--- src/rtl/cursor_pkg.sv ---
// Shared types and helpers for the cursor glide scheduler.
package cursor_pkg;

   typedef enum logic [1:0] {StIdle, StGlide, StSettle, StDone} state_e;

   localparam int unsigned BOARD_X0 = 96;
   localparam int unsigned BOARD_Y0 = 16;

   // Signed per-frame step toward tgt on one axis.
   function automatic logic signed [7:0] step_byte(input logic [2:0] cur,
                                                   input logic [2:0] tgt,
                                                   input int unsigned step);
      logic [7:0] mag;
      mag = 8'(step);
      if (cur < tgt) return $signed(mag);
      else if (cur > tgt) return $signed(8'h00 - mag);
      return '0;
   endfunction

endpackage

--- src/rtl/cursor_glide_sched_if.sv ---
// Request/response bundle between move requesters and the glide scheduler.
interface cursor_glide_sched_if;
   logic        kb_valid;
   logic [2:0]  kb_col;
   logic [2:0]  kb_row;
   logic        kb_ready;
   logic        ai_valid;
   logic [2:0]  ai_col;
   logic [2:0]  ai_row;
   logic        ai_ready;
   logic [15:0] keycode;
   logic        busy;
   logic        done;
   logic        grant_src;
   logic [2:0]  cur_col;
   logic [2:0]  cur_row;

   modport master (
      output kb_valid, kb_col, kb_row, ai_valid, ai_col, ai_row,
      input  kb_ready, ai_ready, keycode, busy, done, grant_src, cur_col, cur_row
   );

   modport slave (
      input  kb_valid, kb_col, kb_row, ai_valid, ai_col, ai_row,
      output kb_ready, ai_ready, keycode, busy, done, grant_src, cur_col, cur_row
   );
endinterface

--- src/rtl/rr_arb2.sv ---
// Two-way round-robin arbiter; index 0 = keyboard, 1 = AI.
module rr_arb2 (
   input  logic       i_en,
   input  logic [1:0] i_valid,
   input  logic       i_last_grant,
   output logic [1:0] o_ready,
   output logic       o_grant
);

   logic w_grant;

   // On a tie the source opposite the previous winner goes first.
   assign w_grant = (&i_valid) ? ~i_last_grant : i_valid[1];

   assign o_grant    = w_grant;
   assign o_ready[0] = i_en & i_valid[0] & ~w_grant;
   assign o_ready[1] = i_en & i_valid[1] &  w_grant;

endmodule

--- src/rtl/cursor_glide_sched.sv ---
// Arbitrates square moves and glides the cursor there one square per FPS frames.
module cursor_glide_sched
   import cursor_pkg::*;
#(
   parameter int unsigned SQ_SIZE       = 56,
   parameter int unsigned STEP          = 4,
   parameter int unsigned SETTLE_FRAMES = 2,
   parameter int unsigned HOME_COL      = 4,
   parameter int unsigned HOME_ROW      = 4
) (
   input logic           frame_clk,
   input logic           Reset,
   cursor_glide_sched_if.slave bus
);

   localparam int unsigned FPS     = SQ_SIZE / STEP;
   localparam int unsigned CNT_MAX = ((FPS > SETTLE_FRAMES) ? FPS : SETTLE_FRAMES) - 1;
   localparam int unsigned CNT_W   = (CNT_MAX < 2) ? 1 : $clog2(CNT_MAX + 1);
   localparam logic [CNT_W-1:0] FPS_LAST    = CNT_W'(FPS - 1);
   localparam logic [CNT_W-1:0] SETTLE_LAST = CNT_W'(SETTLE_FRAMES - 1);

   state_e           r_state, w_state_nxt;
   logic [2:0]       r_cur_col, w_cur_col_nxt;
   logic [2:0]       r_cur_row, w_cur_row_nxt;
   logic [2:0]       r_tgt_col, w_tgt_col_nxt;
   logic [2:0]       r_tgt_row, w_tgt_row_nxt;
   logic [CNT_W-1:0] r_cnt, w_cnt_nxt;
   logic             r_last_grant, w_last_grant_nxt;
   logic             r_grant_src, w_grant_src_nxt;

   logic [1:0] w_ready;
   logic       w_grant;
   logic [2:0] w_req_col, w_req_row;
   logic [2:0] w_col_step, w_row_step;

   rr_arb2 u_arb (
      .i_en         (r_state == StIdle),
      .i_valid      ({bus.ai_valid, bus.kb_valid}),
      .i_last_grant (r_last_grant),
      .o_ready      (w_ready),
      .o_grant      (w_grant)
   );

   assign w_req_col = w_grant ? bus.ai_col : bus.kb_col;
   assign w_req_row = w_grant ? bus.ai_row : bus.kb_row;

   assign w_col_step = (r_cur_col < r_tgt_col) ? r_cur_col + 3'd1 :
                       (r_cur_col > r_tgt_col) ? r_cur_col - 3'd1 : r_cur_col;
   assign w_row_step = (r_cur_row < r_tgt_row) ? r_cur_row + 3'd1 :
                       (r_cur_row > r_tgt_row) ? r_cur_row - 3'd1 : r_cur_row;

   always_comb begin
      w_state_nxt      = r_state;
      w_cur_col_nxt    = r_cur_col;
      w_cur_row_nxt    = r_cur_row;
      w_tgt_col_nxt    = r_tgt_col;
      w_tgt_row_nxt    = r_tgt_row;
      w_cnt_nxt        = r_cnt;
      w_last_grant_nxt = r_last_grant;
      w_grant_src_nxt  = r_grant_src;
      unique case (r_state)
         StIdle: begin
            if (|w_ready) begin
               w_tgt_col_nxt    = w_req_col;
               w_tgt_row_nxt    = w_req_row;
               w_grant_src_nxt  = w_grant;
               w_last_grant_nxt = w_grant;
               w_cnt_nxt        = '0;
               w_state_nxt = ((w_req_col != r_cur_col) || (w_req_row != r_cur_row)) ?
                             StGlide : StDone;
            end
         end
         StGlide: begin
            if (r_cnt == FPS_LAST) begin
               w_cnt_nxt     = '0;
               w_cur_col_nxt = w_col_step;
               w_cur_row_nxt = w_row_step;
               if ((w_col_step == r_tgt_col) && (w_row_step == r_tgt_row)) begin
                  w_state_nxt = StSettle;
               end
            end else begin
               w_cnt_nxt = r_cnt + CNT_W'(1);
            end
         end
         StSettle: begin
            if (r_cnt == SETTLE_LAST) begin
               w_cnt_nxt   = '0;
               w_state_nxt = StDone;
            end else begin
               w_cnt_nxt = r_cnt + CNT_W'(1);
            end
         end
         StDone:  w_state_nxt = StIdle;
         default: w_state_nxt = StIdle;
      endcase
   end

   always_ff @(posedge frame_clk or posedge Reset) begin
      if (Reset) begin
         r_state      <= StIdle;
         r_cur_col    <= 3'(HOME_COL);
         r_cur_row    <= 3'(HOME_ROW);
         r_tgt_col    <= 3'(HOME_COL);
         r_tgt_row    <= 3'(HOME_ROW);
         r_cnt        <= '0;
         r_last_grant <= 1'b1;
         r_grant_src  <= 1'b0;
      end else begin
         r_state      <= w_state_nxt;
         r_cur_col    <= w_cur_col_nxt;
         r_cur_row    <= w_cur_row_nxt;
         r_tgt_col    <= w_tgt_col_nxt;
         r_tgt_row    <= w_tgt_row_nxt;
         r_cnt        <= w_cnt_nxt;
         r_last_grant <= w_last_grant_nxt;
         r_grant_src  <= w_grant_src_nxt;
      end
   end

   assign bus.keycode   = (r_state == StGlide) ?
                          {step_byte(r_cur_row, r_tgt_row, STEP),
                           step_byte(r_cur_col, r_tgt_col, STEP)} : 16'h0000;
   assign bus.busy      = (r_state != StIdle);
   assign bus.done      = (r_state == StDone);
   assign bus.kb_ready  = w_ready[0];
   assign bus.ai_ready  = w_ready[1];
   assign bus.grant_src = r_grant_src;
   assign bus.cur_col   = r_cur_col;
   assign bus.cur_row   = r_cur_row;

endmodule

--- src/flat_wrapper.sv ---
// flat-port wrapper written by rule: the top's interface ports become plain ports
module cursor_glide_sched_flat import cursor_pkg::*;
#(
   parameter int unsigned SQ_SIZE       = 56,
   parameter int unsigned STEP          = 4,
   parameter int unsigned SETTLE_FRAMES = 2,
   parameter int unsigned HOME_COL      = 4,
   parameter int unsigned HOME_ROW      = 4
)
  (frame_clk, Reset, bus_kb_valid, bus_kb_col, bus_kb_row, bus_ai_valid, bus_ai_col, bus_ai_row, bus_kb_ready, bus_ai_ready, bus_keycode, bus_busy, bus_done, bus_grant_src, bus_cur_col, bus_cur_row);
  cursor_glide_sched_if bus_i ();
  input logic frame_clk;
  input logic Reset;
  input wire logic [$bits(bus_i.kb_valid)-1:0] bus_kb_valid;
  input wire logic [$bits(bus_i.kb_col)-1:0] bus_kb_col;
  input wire logic [$bits(bus_i.kb_row)-1:0] bus_kb_row;
  input wire logic [$bits(bus_i.ai_valid)-1:0] bus_ai_valid;
  input wire logic [$bits(bus_i.ai_col)-1:0] bus_ai_col;
  input wire logic [$bits(bus_i.ai_row)-1:0] bus_ai_row;
  output wire logic [$bits(bus_i.kb_ready)-1:0] bus_kb_ready;
  output wire logic [$bits(bus_i.ai_ready)-1:0] bus_ai_ready;
  output wire logic [$bits(bus_i.keycode)-1:0] bus_keycode;
  output wire logic [$bits(bus_i.busy)-1:0] bus_busy;
  output wire logic [$bits(bus_i.done)-1:0] bus_done;
  output wire logic [$bits(bus_i.grant_src)-1:0] bus_grant_src;
  output wire logic [$bits(bus_i.cur_col)-1:0] bus_cur_col;
  output wire logic [$bits(bus_i.cur_row)-1:0] bus_cur_row;
  assign bus_i.kb_valid = bus_kb_valid;
  assign bus_i.kb_col = bus_kb_col;
  assign bus_i.kb_row = bus_kb_row;
  assign bus_i.ai_valid = bus_ai_valid;
  assign bus_i.ai_col = bus_ai_col;
  assign bus_i.ai_row = bus_ai_row;
  assign bus_kb_ready = bus_i.kb_ready;
  assign bus_ai_ready = bus_i.ai_ready;
  assign bus_keycode = bus_i.keycode;
  assign bus_busy = bus_i.busy;
  assign bus_done = bus_i.done;
  assign bus_grant_src = bus_i.grant_src;
  assign bus_cur_col = bus_i.cur_col;
  assign bus_cur_row = bus_i.cur_row;
  cursor_glide_sched #(.SQ_SIZE(SQ_SIZE), .STEP(STEP), .SETTLE_FRAMES(SETTLE_FRAMES), .HOME_COL(HOME_COL), .HOME_ROW(HOME_ROW)) u_core (.frame_clk(frame_clk), .Reset(Reset), .bus(bus_i));
endmodule
--- config.mk ---
export PLATFORM = sky130hd
export DESIGN_NAME = cursor_glide_sched_flat
export DESIGN_NICKNAME = d
export VERILOG_FILES = /design/src/rtl/cursor_pkg.sv /design/src/rtl/cursor_glide_sched_if.sv /design/src/rtl/rr_arb2.sv /design/src/rtl/cursor_glide_sched.sv /design/src/flat_wrapper.sv
export SDC_FILE = /design/constraint.sdc
export NUM_CORES = 1
export LEC_CHECK = 0
export CAP_MARGIN = 25
export CELL_PAD_IN_SITES_DETAIL_PLACEMENT = 2
export CELL_PAD_IN_SITES_GLOBAL_PLACEMENT = 2
export CORE_ASPECT_RATIO = 1.4
export CORE_UTILIZATION = 27
export CTS_BUF_LIST = sky130_fd_sc_hd__clkbuf_4 sky130_fd_sc_hd__clkbuf_8
export DETAILED_ROUTE_END_ITERATION = 8
export PLACE_DENSITY = 0.87
export SLEW_MARGIN = 20
export SYNTH_ARGS = -nofsm -noshare
export SYNTH_HDL_FRONTEND = slang
export SYNTH_SLANG_ARGS = --single-unit
--- constraint.sdc ---
create_clock -name frame_clk -period 2.13 [get_ports frame_clk]
set_clock_uncertainty 0.05 [all_clocks]
set_input_delay 0.426 -clock frame_clk [delete_from_list [all_inputs] [get_ports frame_clk]]
set_output_delay 0.426 -clock frame_clk [all_outputs]
set_load 0.02 [all_outputs]
* Word level (Yosys, flattened, before mapping) *
Index checks and enable logic that the tools add are counted.

operators by class
  reductions and logical operators = 11
  multiplexer cells = 28
  equality and inequality tests = 13
  add/subtract/negate cells = 5
  bitwise gates (word level) = 6
  $lt $le $gt $ge = 4

operators by type and width
  cell                   count
  $mux W8                6
  $mux W3                6
  $mux W16               1
  $mux W4                3
  $pmux W4 S3            1
  $mux W2                5
  $ne A2 B1 Y1 const B   4
  $pmux W2 S4            1
  $reduce_and A2 Y1      4
  $add A3 B1 Y3 const B  2
  $eq A3 B3 Y1           2
  $gt A3 B3 Y1           2
  $lt A3 B3 Y1           2
  $ne A3 B3 Y1           2
  $sub A3 B1 Y3 const B  2
  $mux W1                5
  $add A4 B1 Y4 const B  1
  $and A1 B1 Y1          4
  $eq A2 B2 Y1 const B   2
  $eq A4 B1 Y1 const B   1
  $eq A4 B4 Y1 const B   1
  $reduce_and A4 Y1      1
  $reduce_bool A3 Y1     1
  $eq A2 B1 Y1 const B   1
  6 further kinds        7

word-level totals
  input bits = 16
  bits in registers = 20

* Longest topological paths before layout *
Gate-level depths: netlist of run 1.

  depth in word-level cells = 8
  mapped depth = 8

* Hierarchy *
A second synthesis of run 1 with hierarchy kept.

second synthesis, totals
  cells, all modules = 196
  area total of the unflattened synthesis = 1706.6 um^2

modules (own cells, without submodules)
  module              cells an instance  sequential area each (um^2)  times used  area each (um^2)
  cursor_glide_sched  191                506.7                        1           1676.6
  rr_arb2             5                  0.0                          1           30.0

* Least setup slack after synthesis of run 1 *
No wires, ideal clock.

  path type = register -> register
  from = reg u_core.r_cur_row[0], in the netlist u_core.bus.cur_row[0]
  to = reg u_core.r_state[1]
  slack = -0.297 ns
  data arrival time = 2.250 ns
  cell stages (with the launch flop) = 9
  required time = 1.952 ns
  clock period less this slack = 2.427 ns
  path buffers = 0
  cell sequence = dfrtp_1 > inv_1 > ha_1 > and3_1 > a211o_1 > a21oi_1 > nor4b_2 > a41oi_1 > mux2_1

on the way
  longest elaborated chain between the ends = 7

ends and longest elaborated chain
  what                                           line                       RTL
  from (decl)                                    cursor_glide_sched.sv:24   logic [2:0] r_cur_row, w_cur_row_nxt;
  from (signal assigned)                         cursor_glide_sched.sv:102  r_cur_row <= 3'(HOME_ROW);
  from (signal assigned)                         cursor_glide_sched.sv:111  r_cur_row <= w_cur_row_nxt;
  $sub A3 B1 Y3 or $gt A3 B3 Y1 (tied branches)  cursor_glide_sched.sv:50   (r_cur_row > r_tgt_row) ? r_cur_row - 3'd1 : r_cur_row;
  $mux W3                                        cursor_glide_sched.sv:50
  $mux W3                                        cursor_glide_sched.sv:49   assign w_row_step = (r_cur_row < r_tgt_row) ? r_cur_row + 3'd1 :
  $eq A3 B3 Y1                                   cursor_glide_sched.sv:78   if ((w_col_step == r_tgt_col) && (w_row_step == r_tgt_row)) begin
  $logic_and A1 B1 Y1                            cursor_glide_sched.sv:78
  $ne A2 B1 Y1 (no line)                         --
  $reduce_and A4 Y1 (no line)                    --
  to (signal assigned)                           cursor_glide_sched.sv:100  r_state <= StIdle;
  to (signal assigned)                           cursor_glide_sched.sv:109  r_state <= w_state_nxt;
  to (decl)                                      cursor_glide_sched.sv:22   state_e r_state, w_state_nxt;

Parallel ways exist; a longest one is shown, timed or not. The select of a mux whose other input is x is not followed.
A chain may end at the register's enable or synchronous reset.

* Worst setup path after layout of run 1 *
  from = reg u_core.r_tgt_row[2]
  to = reg u_core.r_state[0]

on the way
  longest elaborated chain between the ends = 7

ends and longest elaborated chain
  what                             line                       RTL
  from (decl)                      cursor_glide_sched.sv:26   logic [2:0] r_tgt_row, w_tgt_row_nxt;
  from (signal assigned)           cursor_glide_sched.sv:104  r_tgt_row <= 3'(HOME_ROW);
  from (signal assigned)           cursor_glide_sched.sv:113  r_tgt_row <= w_tgt_row_nxt;
  $gt A3 B3 Y1                     cursor_glide_sched.sv:50
  $mux W3                          cursor_glide_sched.sv:50
  $mux W3                          cursor_glide_sched.sv:49
  $eq A3 B3 Y1 (*)                 cursor_glide_sched.sv:78
  $logic_and A1 B1 Y1 (*)          cursor_glide_sched.sv:78
  $ne A2 B1 Y1 (no line) (*)       --
  $reduce_and A4 Y1 (no line) (*)  --

Every way passes the cells marked *; elsewhere a longest branch is shown, timed or not.

==> summary.md, run 1 <==
| Metric | Value |
|---|---|
| Max Cap Viol | `0` |
| Core area | `6339 um2` |
| Ys Warns | `0` |
| Post-Syn Area | `1799 um2` |
| Worst IR Drop VDD | `0.4659 mV` |
| Largest net degree at the start of global routing | `21` |
| Mean Syn Cell Area | `8.734 um2` |
| RSZ-0062 raised after global routing | `yes` |
| CP endpoint kind | `flip-flop` |
| Setup WS pre-CTS | `-0.4655 ns` |
| First-pass GRT wire length | `10.61 mm` |
| LEAKAGE | `0.001297 uW` |
| Placed cell count | `348` |
| EDFF count, synth | `0` |
| Post-route ant nets | `0` |
| Critical path class | `reg2reg` |
| Synth area leader | `dfrtp_1` |
| CTS tree | `done` |
| Placer Congestion | `0.8547` |
| TritonCTS Buffers | `3` |
| Synth top area share | `0.2086` |
| Max clock buf depth | `2` |
| Vias in the first global route | `2065` |
| Power Density | `1252 nW/um2` |
| Clock Pin Slew Worst Setup and Hold Paths | `0.09 ns` |
| Layout cells sized above 1 | `0.4069` |
| Routed wire per std cell | `20.61 um` |
| Die height | `98.59 um` |
| Final count of negative-setup-slack endpoints | `14` |
| Post-route setup slack | `-0.4341 ns` |
| Io pins | `43` |
| WP data required | `2.27 ns` |
| Min-Delay Path Class | `reg2reg` |
| CP arrival | `2.71 ns` |
| Worst Hold Margin | `0.4483 ns` |
| R2r setup slk | `-0.43 ns` |
| Most common cell in the netlist | `inv_1` |
| Area contributors post-synth | `dfrtp_1 21%, ha_1 13%, dfstp_2 7.3%` |
| Setup crit start kind | `flip-flop` |
| Worst-skew pair later-pin latency | `0.27 ns` |
| Setup TNS | `-2.920 ns` |
| Diode count | `0` |
| Top FF cell, synth | `dfrtp_1` |
| Reg-to-Reg End | `u_core.r_state[0]` |
| Min Tclk post-route | `2.564 ns` |
| Initial Utilization | `0.2839` |
| IO buf count | `38` |
| Status | `complete, but fails checks` |
| Power Total | `3559 uW` |
| Via count | `1919` |
| Initial antenna violation count | `0` |
| Fin nets | `325` |
| Hold Crit Start | `u_core.bus.grant_src` |
| Mapped Cells | `206` |
| Seq/Total Area, Yosys | `0.2816` |
| Num Clock Sinks | `20` |
| Fin cells | `362` |
| CTS Root Cell | `clkbuf_8` |
| Grt ovf | `0` |
| Layout area overhead | `58.00%` |
| Crit path max fanout | `3` |
| R2r startpoint | `u_core.r_tgt_row[2]` |
| Total track usage | `0.1993` |
| Initial DRC Count | `73` |
| WL final | `7.460 mm` |
| FFs w/ async S/R, synth | `1.000` |
| Number of H-tree levels | `1` |
| CTS Hold Buffers Added | `0` |
| Highest clock rate | `390.0 MHz` |
| Synth cell count leaders | `20 x inv_1, 18 x ha_1, 15 x dfrtp_1, 14 x a21oi_1, 14 x o21ai_0` |
| Row count | `34` |
| Final hold violation count | `0` |
| Final-report max-slew violation count | `0` |
| Chip width | `70.99 um` |
| Hold path depth | `1` |
| Cells on worst reg2reg path | `10` |
| Drt drc | `12` |
| Period utilisation layout | `1.204` |
| Drt first pass iters | `6` |
| FF+latch count, synth | `20` |
| Hpwl dp | `5.173 mm` |
| Area of the die | `6999 um2` |
| Fillers | `682` |
| Vias per cell | `5.301` |
| Failing checks | `design-rule violations, negative setup slack` |
| Hold EP | `u_core.bus.grant_src` |
| Yosys cell types | `53` |
[placed cells by master (no fill, tap or decap), drive strengths merged, types with 3 or more instances in the layout]
cell / netlist / routed
clkdlybuf4s50: 0 / 22
and3: 4 / 4
nor2: 14 / 14
conb: 1 / 4
dfrtp: 15 / 15
xor2: 5 / 5
ha: 18 / 18
a21oi: 15 / 15
xnor2: 10 / 10
clkbuf: 1 / 4
dfstp: 5 / 5
nand3: 8 / 8
buf: 14 / 66
o21ai: 15 / 15
inv: 20 / 20
mux2i: 10 / 10
a21o: 3 / 3
nand2: 13 / 13
[registers in the layout (all words and copies together), names as in the netlist]
register,cells
u_core.r_cnt,4
u_core.bus.cur_col,3
u_core.bus.cur_row,3
u_core.r_tgt_col,3
u_core.r_tgt_row,3
u_core.r_state,2
u_core.bus.grant_src,1
u_core.r_last_grant,1
[final cells by class]
cell class	instances	area (um2)	area share
timing repair buffer	92	815.8	0.2870
inverter	20	75.07	0.02641
sequential	20	509.2	0.1791
multi-input combinational	154	1297	0.4564
clock buffer	4	55.05	0.01937
tap	72	90.09	0.03169
[layer usage]
layer,GRT usage,wire length [um],vias up
met5,0,0,-
met4,0.09077,397,0
met3,0.01534,212,28
met2,0.3964,4166,63
met1,0.2061,2685,952
li1,-,-,876
[timing repair]
action / 4_1_cts / 5_1_grt
pin swaps: 9 / 8
gates resized for setup: 89 / 24
cloned: 0 / 0
setup buffers: 7 / 3
setup endpoints to repair: 17 / 16
[stage by stage]
stage / utilization / instance area (um2)
final: 0.4485 / 2843
after global placement: 0.4045 / 2564
after global routing: 0.4485 / 2843
after CTS: 0.4291 / 2720
after floorplan: - / 1873
after detailed placement: 0.4045 / 2564
[kinds of logic (layout without fill, tap and decap cells)]
logic type / after synthesis / count (layout) / share of synthesized area
compound gates: 52 / 52 / 0.1940
xor+xnor: 15 / 15 / 0.07301
fa+ha+maj: 18 / 18 / 0.1252
buf+inv: 35 / 116 / 0.1029
flops: 20 / 20 / 0.2816
mux: 12 / 12 / 0.06815
other cells: 1 / 4 / 0.002084
simple gates: 53 / 53 / 0.1530
[critical path: stages, from the launching register on]
cell	delay, ns
dfstp_2	0.56
inv_2	0.06
ha_4	0.29
a21oi_2	0.09
buf_4	0.15
a211o_1	0.37
a21oi_2	0.26
nor4b_4	0.08
a41oi_2	0.21
buf_4	0.17
mux2i_2	0.20
[power breakdown]
group | internal, uW | total (uW) | leakage [uW] | switching (uW)
sequential | 509 | 586 | 0.000246 | 77.1
clock | 166 | 322 | 0.0000288 | 157
combinational | 1310 | 2650 | 0.00102 | 1340
total | 1990 | 3560 | 0.00130 | 1570
[worst max-delay path by stage]
stage / from / to / slack (ns) / depth (start not counted)
2_1_floorplan: u_core.bus.cur_row[2] / u_core.r_state[1] / -0.12 / 7
4_1_cts: u_core.r_tgt_row[2] / u_core.r_state[0] / -0.39 / 10
5_1_grt: u_core.r_tgt_row[2] / u_core.r_state[0] / -0.52 / 10
6_report: u_core.r_tgt_row[2] / u_core.r_state[0] / -0.43 / 10
3_5_place_dp: bus_kb_valid / u_core.r_state[1] / -0.47 / 7
3_3_place_gp: u_core.r_tgt_row[2] / bus_keycode[10] / -0.33 / 6
No activity file was read; power rests on OpenSTA's default activity.
==> inputs of run 2 (changes only) <==
- PLACE_DENSITY: 0.87 -> 0.76
==> summary.md, run 2 (same netlist as run 1, synthesis figures left out) <==
| Metric | Value |
|---|---|
| Max reg flops | `4 (unchanged)` |
| Power Total | `3610 uW (+1.4%)` |
| Sw frac | `0.4260 (-0.01588)` |
| Final count of negative-setup-slack endpoints | `14 (unchanged)` |
| CP endpoint kind | `flip-flop` |
| Chip width | `70.99 um (unchanged)` |
| Final-report max-slew violation count | `0 (unchanged)` |
| Total track usage | `0.2013 (+0.002043)` |
| Reg with most FFs | `u_core.r_cnt` |
| Layout cells sized above 1 | `0.3904 (-0.01649)` |
| Cells on worst reg2reg path | `9 (-1)` |
| CP arrival | `2.56 ns (-0.15 ns)` |
| Worst-skew pair later-pin latency | `0.27 ns (about the same)` |
| Post-route ant nets | `0 (unchanged)` |
| Hpwl dp | `4.954 mm (-4.2%)` |
| Period utilisation layout | `1.152 (-0.05227)` |
| Io pins | `43 (unchanged)` |
| Met2 wire len | `3.982 mm (-4.4%)` |
| Failing checks | `negative setup slack` |
| Worst IR Drop VDD | `0.6064 mV (+30%)` |
| Die height | `98.59 um (unchanged)` |
| CTS tree | `done` |
| Met3 wire length | `126 um (-41%)` |
| Diode count | `0 (unchanged)` |
| CP max stage cell | `dfstp_2` |
| Combinational share of power | `0.727 (-0.018)` |
| Area of the multi-input gates | `1294 um2 (-0.29%)` |
| Worst Hold Margin | `0.4346 ns (-0.01372 ns)` |
| Num Clock Sinks | `20 (unchanged)` |
| Vias in the first global route | `2064 (-0.048%)` |
| Min Tclk post-route | `2.453 ns (-0.1113 ns)` |
| Max Cap Viol | `0 (unchanged)` |
| Initial Utilization | `0.2839 (unchanged)` |
| Fin nets | `327 (+0.62%)` |
| Fillers | `691 (+1.3%)` |
| Power Density | `1248 nW/um2 (-0.29%)` |
| Final core utilization | `0.4562 (+0.007698)` |
| Status | `complete, but fails checks` |
| Switch Pwr | `1538 uW (-2.2%)` |
| First-pass GRT wire length | `10.65 mm (+0.39%)` |
| Max clock buf depth | `2 (unchanged)` |
| Critical path class | `reg2reg` |
| Min-Delay Path Class | `in2async` |
| RSZ-0062 raised after global routing | `yes` |
| M1 WL | `2.704 mm (+0.71%)` |
| TritonCTS Buffers | `3 (unchanged)` |
| Number of H-tree levels | `1 (unchanged)` |
| Most frequent cells in the layout | `50 x buf_4, 20 x clkdlybuf4s50_1, 17 x inv_1, 17 x buf_6` |
| Cell-internal power | `2072 uW (+4.3%)` |
| Worst-path cell chain | `inv_2 -> ha_4 -> nand3b_1 -> buf_4 -> a211o_1 -> a21oi_2 -> nor4b_4 -> a41oi_2 -> mux2_4` |
| Core area | `6339 um2 (unchanged)` |
| Row count | `34 (unchanged)` |
| CP max stage delay | `0.55 ns (about the same)` |
| Largest net degree at the start of global routing | `21 (unchanged)` |
| Placer Congestion | `0.8048 (-5.8%)` |
| Max Used Layer | `met4` |
| Initial antenna violation count | `0 (unchanged)` |
| CTS Root Cell | `clkbuf_8` |
| Routed wire per std cell | `19.29 um (-6.4%)` |
| Highest clock rate | `407.7 MHz (+4.5%)` |
| LEAKAGE | `0.001342 uW (+3.4%)` |
| Drt drc | `0 (-12)` |
| Reg area | `509.2 um2 (unchanged)` |
| Grt ovf | `0 (unchanged)` |
| IO buf count | `38 (unchanged)` |
| Crit path max fanout | `4 (+1)` |
| Setup WS pre-CTS | `-0.3854 ns (+0.08012 ns)` |
| Setup crit start kind | `flip-flop` |
| Area of the die | `6999 um2 (unchanged)` |
| WP data required | `2.24 ns (-0.03 ns)` |
| Register share of total power | `0.162 (-0.003)` |
| Via count | `1854 (-3.4%)` |
| Number of stages on the worst setup path | `9 (-1)` |
| Drt first pass iters | `6 (unchanged)` |
| Layout area overhead | `60.71%` |
| CP top delay family | `compound AO/OA/AOI/OAI gates` |
| Vias per cell | `5.093 (-3.9%)` |
| Clock Pin Slew Worst Setup and Hold Paths | `0.09 ns (about the same)` |
| Final hold violation count | `0 (unchanged)` |
| Initial DRC Count | `45 (-38%)` |
| Most common cell after layout, fill and taps aside | `buf_4` |
| Post-route setup slack | `-0.3228 ns (+0.1113 ns)` |
| WP buf/inv | `2 (-1)` |
| WL final | `7.020 mm (-5.9%)` |
| Clock share of power | `0.111 (+0.020)` |
## run 2: cell count changes in the layout (fill, tap and decap cells not counted), moves of 3 or more
cell     delta
a21oi_4     +3
a21oi_2     -3
nand3_2     -3
nand3_1     +3
## run 2: repair_timing
| item | CTS | global route |
|---|---|---|
| hold buffers | 0 | 0 |
| endpoints found under the setup margin | 18 | 18 |
| pin swaps | 3 | 14 |
| resized for setup | 89 | 25 |
| setup buffers | 7 | 2 |
## run 2: routing by layer
metal  global-route usage  vias to the layer above
met5                    0                        -
met4              0.08615                        0
met3              0.02658                       17
met2               0.3920                       44
met1               0.2109                      921
li1                     -                      872
## run 2: layout make-up
cell class                      count  share of cell area
Multi-Input combinational cell    154              0.4474
Timing Repair Buffer               94              0.2947
Sequential cell                    20              0.1761
Tap cell                           72             0.03116
Inverter                           20             0.02596
Clock buffer                        3             0.01428
Clock inverter                      1             0.01039
## run 2: power by group through the flow
stage | clock (uW) | sequential [uW] | combinational, uW
after floorplan | 0 | 599 | 1210
after global placement | 0 | 578 | 2120
after detailed placement | 0 | 586 | 2190
after CTS | 411 | 587 | 2440
after global routing | 421 | 597 | 2800
final | 401 | 584 | 2620
## run 2: per-stage QoR
| step | cells | instance area, um2 | TNS [ns] |
|---|---|---|---|
| floorplan | 209 | 1873 | -0.1184 |
| global placement | 352 | 2606 | -3.992 |
| CTS | 363 | 2804 | -2.741 |
| global route | 364 | 2892 | -3.300 |
| detailed placement | 352 | 2606 | -4.342 |
| finish | 364 | 2892 | -2.446 |
## run 2: tightest hold or removal path, delay by kind of cell
family | cells | cell delay [ns]
buf+inv | 3 | 0.73
## run 2: path summary, 6_finish.rpt
kind,start,to,slack (ns)
max reg2reg,u_core.r_tgt_row[2],u_core.r_state[1],-0.32
min in group frame_clk,u_core.bus.grant_src,u_core.bus.grant_src,0.44
max in group asynchronous,Reset,u_core.r_last_grant,1.30
min,Reset,u_core.bus.cur_row[1],0.43
max,u_core.r_tgt_row[2],u_core.r_state[1],-0.32
min reg2reg,u_core.bus.grant_src,u_core.bus.grant_src,0.44
==> RTL change 1, RTL diff (flow settings as in run 2) <==
Make the reset (`Reset`) synchronous in one clocked block.
--- a/src/rtl/cursor_glide_sched.sv
+++ b/src/rtl/cursor_glide_sched.sv
@@ -96,5 +96,5 @@
    end
 
-   always_ff @(posedge frame_clk or posedge Reset) begin
+   always_ff @(posedge frame_clk) begin
       if (Reset) begin
          r_state      <= StIdle;
Check against the original RTL: differs if Reset is asserted again (counterexample within 4 cycles, from zero or initial values and one cycle with Reset high); with Reset held inactive, the same outputs for 10 cycles.
==> RTL change 1 against run 2 <==
The run still ends with negative setup slack left. Largest cell class unchanged. Critical endpoint is now u_core.r_state[1]. Total power grew 1.4%. Highest routed layer unchanged. Sequential cell count is the same. Combinational power grew 6%. Critical path type unchanged. Critical path depth is the same. Routed wire length grew 16%. Area after synthesis shrank 8.8%. Synthesized cell count shrank 0.49%. Worst hold slack gained 0.040 ns. First-iteration DRC count shrank 2.2%. Cell area grew 1.8%. Worst setup slack gained 0.21 ns.
==> RTL change 1: results (changes against run 2) <==
stage,metric,value,unit,change
critical_path,crit path capture,u_core.r_state[1],,
final_layout,multi-input combinational area share,0.5083,,+0.06086
placement,pre-CTS WS,-0.5386,ns,-0.1532 ns
synth,Post-synth top cells,"dfxtp_1 (20), nor2_1 (20), ha_1 (18), inv_1 (18), xnor2_1 (17)",,
placement,GP Congestion,0.8285,,+2.9%
route,met3 WL,173,µm,+37%
final_layout,register area,415.4,µm²,-18%
power,Pleak,1.235,nW,-8.0%
route,routed vias,1859,,+0.27%
synth,Avg Inst Size Synth,8.008,µm²,-8.3%
global_routing,met1 Resource Use GR,0.2562,,+0.04535
worst_hold_path,Hold Path Class,reg -> reg,,
route,met2 WL,4728,µm,+19%
status,outcome,finished with violations,,
route,DR pass1 iterations,4,,-2
route,final WL,8121,µm,+16%
final_layout,clock-cell share of area,0.01870,,-0.005965
placement,Post-DP Area,2350,µm²,-9.8%
critical_path,"Arr. time, crit path",2.39,ns,-0.17 ns
route,wire length per cell,22.37,µm,+16%
timing,setup ws final,-0.1094,ns,+0.2134 ns
final_layout,NonClk Buf Share,0.2792,,-0.01546
critical_path,Crit path largest cell delay,0.35,ns,-0.20 ns
timing,setup TNS,-0.1689,ns,+2.277 ns
global_routing,met3 usage,0.02670,,+0.0001142
critical_path,Crit-path slowest cell,dfxtp_1,,
timing,final setup fails,4,,-10
status,failing checks,negative setup slack,,
final_layout,Non-CTS inverters,18,,-10%
global_routing,largest net degree at the start of global routing,13,,-38%
global_routing,met2 Use GR,0.4736,,+0.08159
final_layout,area of the multi-input gates,1496,µm²,+16%
final_layout,FILL cells,627,,-9.3%
final_layout,final net count,328,,+0.31%
synth,synth top area cells,"dfxtp_1 (24%), ha_1 (14%), xnor2_1 (9.1%)",,
critical_path,Worst R2R Start,u_core.r_last_grant,,
-- RTL change 1: timing repair --
item	4_1_cts	5_1_grt
hold buffers	0	0
setup buffers	11	8
endpoints found under the setup margin	18	21
resized for setup	101	60
pin swaps	19	22
endpoints found under the hold margin	0	0
-- RTL change 1: logic make-up after synthesis --
| family | Yosys count | share of synthesized area |
|---|---|---|
| xor gates and xnor gates | 20 | 0.1067 |
| other | 1 | 0.002284 |
| AOI/OAI and AO/OA | 41 | 0.1608 |
| and+or+nand+nor | 62 | 0.1799 |
| DFF | 20 | 0.2439 |
| adders and majority gates | 18 | 0.1372 |
| buffers and inverters | 34 | 0.1143 |
| muxes | 9 | 0.05488 |
-- RTL change 1: power by group through the flow --
stage	Clock, W	Sequential (W)	Combinational [W]
6_report	0.000335	0.000538	0.00279
5_1_grt	0.000349	0.000545	0.00295
4_1_cts	0.000320	0.000521	0.00220
3_5_place_dp	0	0.000516	0.00188
3_3_place_gp	0	0.000510	0.00182
2_1_floorplan	0	0.000530	0.00109
==> RTL change 2, RTL diff (config.mk and constraints of run 2) <==
Made on the original files. `STEP` is set to 4 in 2 places; all go to 16.
--- a/src/rtl/cursor_glide_sched.sv
+++ b/src/rtl/cursor_glide_sched.sv
@@ -4,5 +4,5 @@
 #(
    parameter int unsigned SQ_SIZE       = 56,
-   parameter int unsigned STEP          = 4,
+   parameter int unsigned STEP          = 16,
    parameter int unsigned SETTLE_FRAMES = 2,
    parameter int unsigned HOME_COL      = 4,
--- a/src/flat_wrapper.sv
+++ b/src/flat_wrapper.sv
@@ -3,5 +3,5 @@
 #(
    parameter int unsigned SQ_SIZE       = 56,
-   parameter int unsigned STEP          = 4,
+   parameter int unsigned STEP          = 16,
    parameter int unsigned SETTLE_FRAMES = 2,
    parameter int unsigned HOME_COL      = 4,
Formal check against the unedited RTL: not equivalent (Yosys sat finds a counterexample within 4 cycles, from zero or initial values and one cycle with Reset high).
==> RTL change 2 against run 2 <==
The flow still finishes with violations (negative setup slack). Cell area shrank 7.8%. Global-route usage increased by 2.2 points. Die area decreased by 7.4%. Total power up 41%. Routed wire length shrank 4.6%. Worst setup slack better by 0.079 ns. Core utilization shrank 0.48 points. Area after synthesis fell by 7.6%. Worst hold slack got worse by 0.00064 ns. Synthesized cell count shrank 4.4%. Sequential cell count is 2 lower. Clock power fell by 24%. Largest cell class unchanged.
==> RTL change 2: results (changes against run 2) <==
stage,metric,value,unit,change
status,outcome,finished with violations,,
status,failing checks,negative setup slack,,
placement,Buffers on Ports,34,,-11%
power,Max VDD drop,0.0005164,V,-15%
global_routing,GR Util All Layers,0.2228,,+0.02153
placement,Final HPWL DP,4927,µm,-0.53%
final_layout,FILL cells,657,,-4.9%
synth,synth top area cells,"dfrtp_1 (20%), ha_1 (12%), dfstp_2 (7.9%)",,
placement,placed cell count,343,,-2.6%
route,final WL,6697,µm,-4.6%
clocking,CTS max path bufs,2,,unchanged
synth,Cell variety after synth,46,,-13%
synth,sequential element share of the synthesized area,0.2746,,-0.006999
route,initial DRC count,33,,-27%
timing,Hold Slack,0.4340,ns,-0.0006380 ns
critical_path,worst setup path startpoint,u_core.r_tgt_col[2],,
clocking,total CTS buffers,3,,unchanged
global_routing,met3 usage,0.01932,,-0.007261
clocking,PostCTS Resize Cnt,69,,-22%
critical_path,Max Fanout on Critical Path,7,,+3
worst_hold_path,Hold Startpoint,u_core.bus.grant_src,,
route,DR pass1 iterations,4,,-2
timing,final setup fails,10,,-4
clocking,root buffer cell,clkbuf_8,,
route,met2 WL,3763,µm,-5.5%
route,routed vias,1780,,-4.0%
global_routing,gr ovfl total,0,,unchanged
global_routing,first-pass GRT wire length,10430,µm,-2.1%
clocking,Post-CTS Setup Bufs,6,,-1
critical_path,Crit path largest cell delay,0.55,ns,about the same
worst_hold_path,Hold Path Class,reg -> reg,,
global_routing,vias in the first global route,2045,,-0.92%
final_layout,Layout Utilization,0.4514,,-0.004811
final_layout,Final Non-Filler Cells,357,,-1.9%
timing,setup ws final,-0.2435,ns,+0.07932 ns
synth,Synth Warn #,0,,unchanged
final_layout,layout cells sized above 1,0.3624,,-0.02804
route,top layer in use,met4,,
timing,setup TNS,-1.330,ns,+1.116 ns
global_routing,initial antenna violation count,0,,unchanged
critical_path,"Arr. time, crit path",2.47,ns,-0.09 ns
route,routed length on met1,2641,µm,-2.3%
power,Pleak,1.264,nW,-5.8%
route,met3 WL,118,µm,-6.3%
global_routing,met2 Use GR,0.4281,,+0.03609
final_layout,final net count,320,,-2.1%
clocking,clock slew at reported path FFs,0.08,ns,
global_routing,largest net degree at the start of global routing,19,,-9.5%
synth,Post-synth top cells,"inv_1 (18), ha_1 (16), o21ai_0 (14)",,
placement,pre-CTS WS,-0.3170,ns,+0.06842 ns
global_routing,met1 Resource Use GR,0.2343,,+0.02340
synth,Avg Inst Size Synth,8.441,µm²,-3.4%
placement,GP Congestion,0.9009,,+12%
critical_path,critical path's top delay family,compound AO/OA/AOI/OAI gates,,
placement,Post-DP Area,2420,µm²,-7.2%
## RTL change 2: cell families (layout without fill, tap and decap cells)
group                      count (synthesis)  count (layout)  synth area share
AOI/OAI and AO/OA                         44              44            0.1678
xor gates and xnor gates                  15              15           0.07901
adders and majority gates                 16              16            0.1204
buffers and inverters                     32             115            0.1016
DFF                                       18              18            0.2746
muxes                                      8               8           0.04816
other                                      1               8          0.002255
and+or+nand+nor                           63              63            0.2062
## RTL change 2: area by class of cell
class                      instances  share of cell area
inverter                          18             0.02535
clock buffer                       4             0.02066
timing repair buffer              93              0.2930
tap                               70             0.03286
multi-input combinational        154              0.4549
sequential                        18              0.1732
## RTL change 2: power breakdown
| group | internal [W] | switching (W) |
|---|---|---|
| Sequential | 0.000530 | 0.000116 |
| Combinational | 0.00206 | 0.00208 |
| Clock | 0.000165 | 0.000141 |
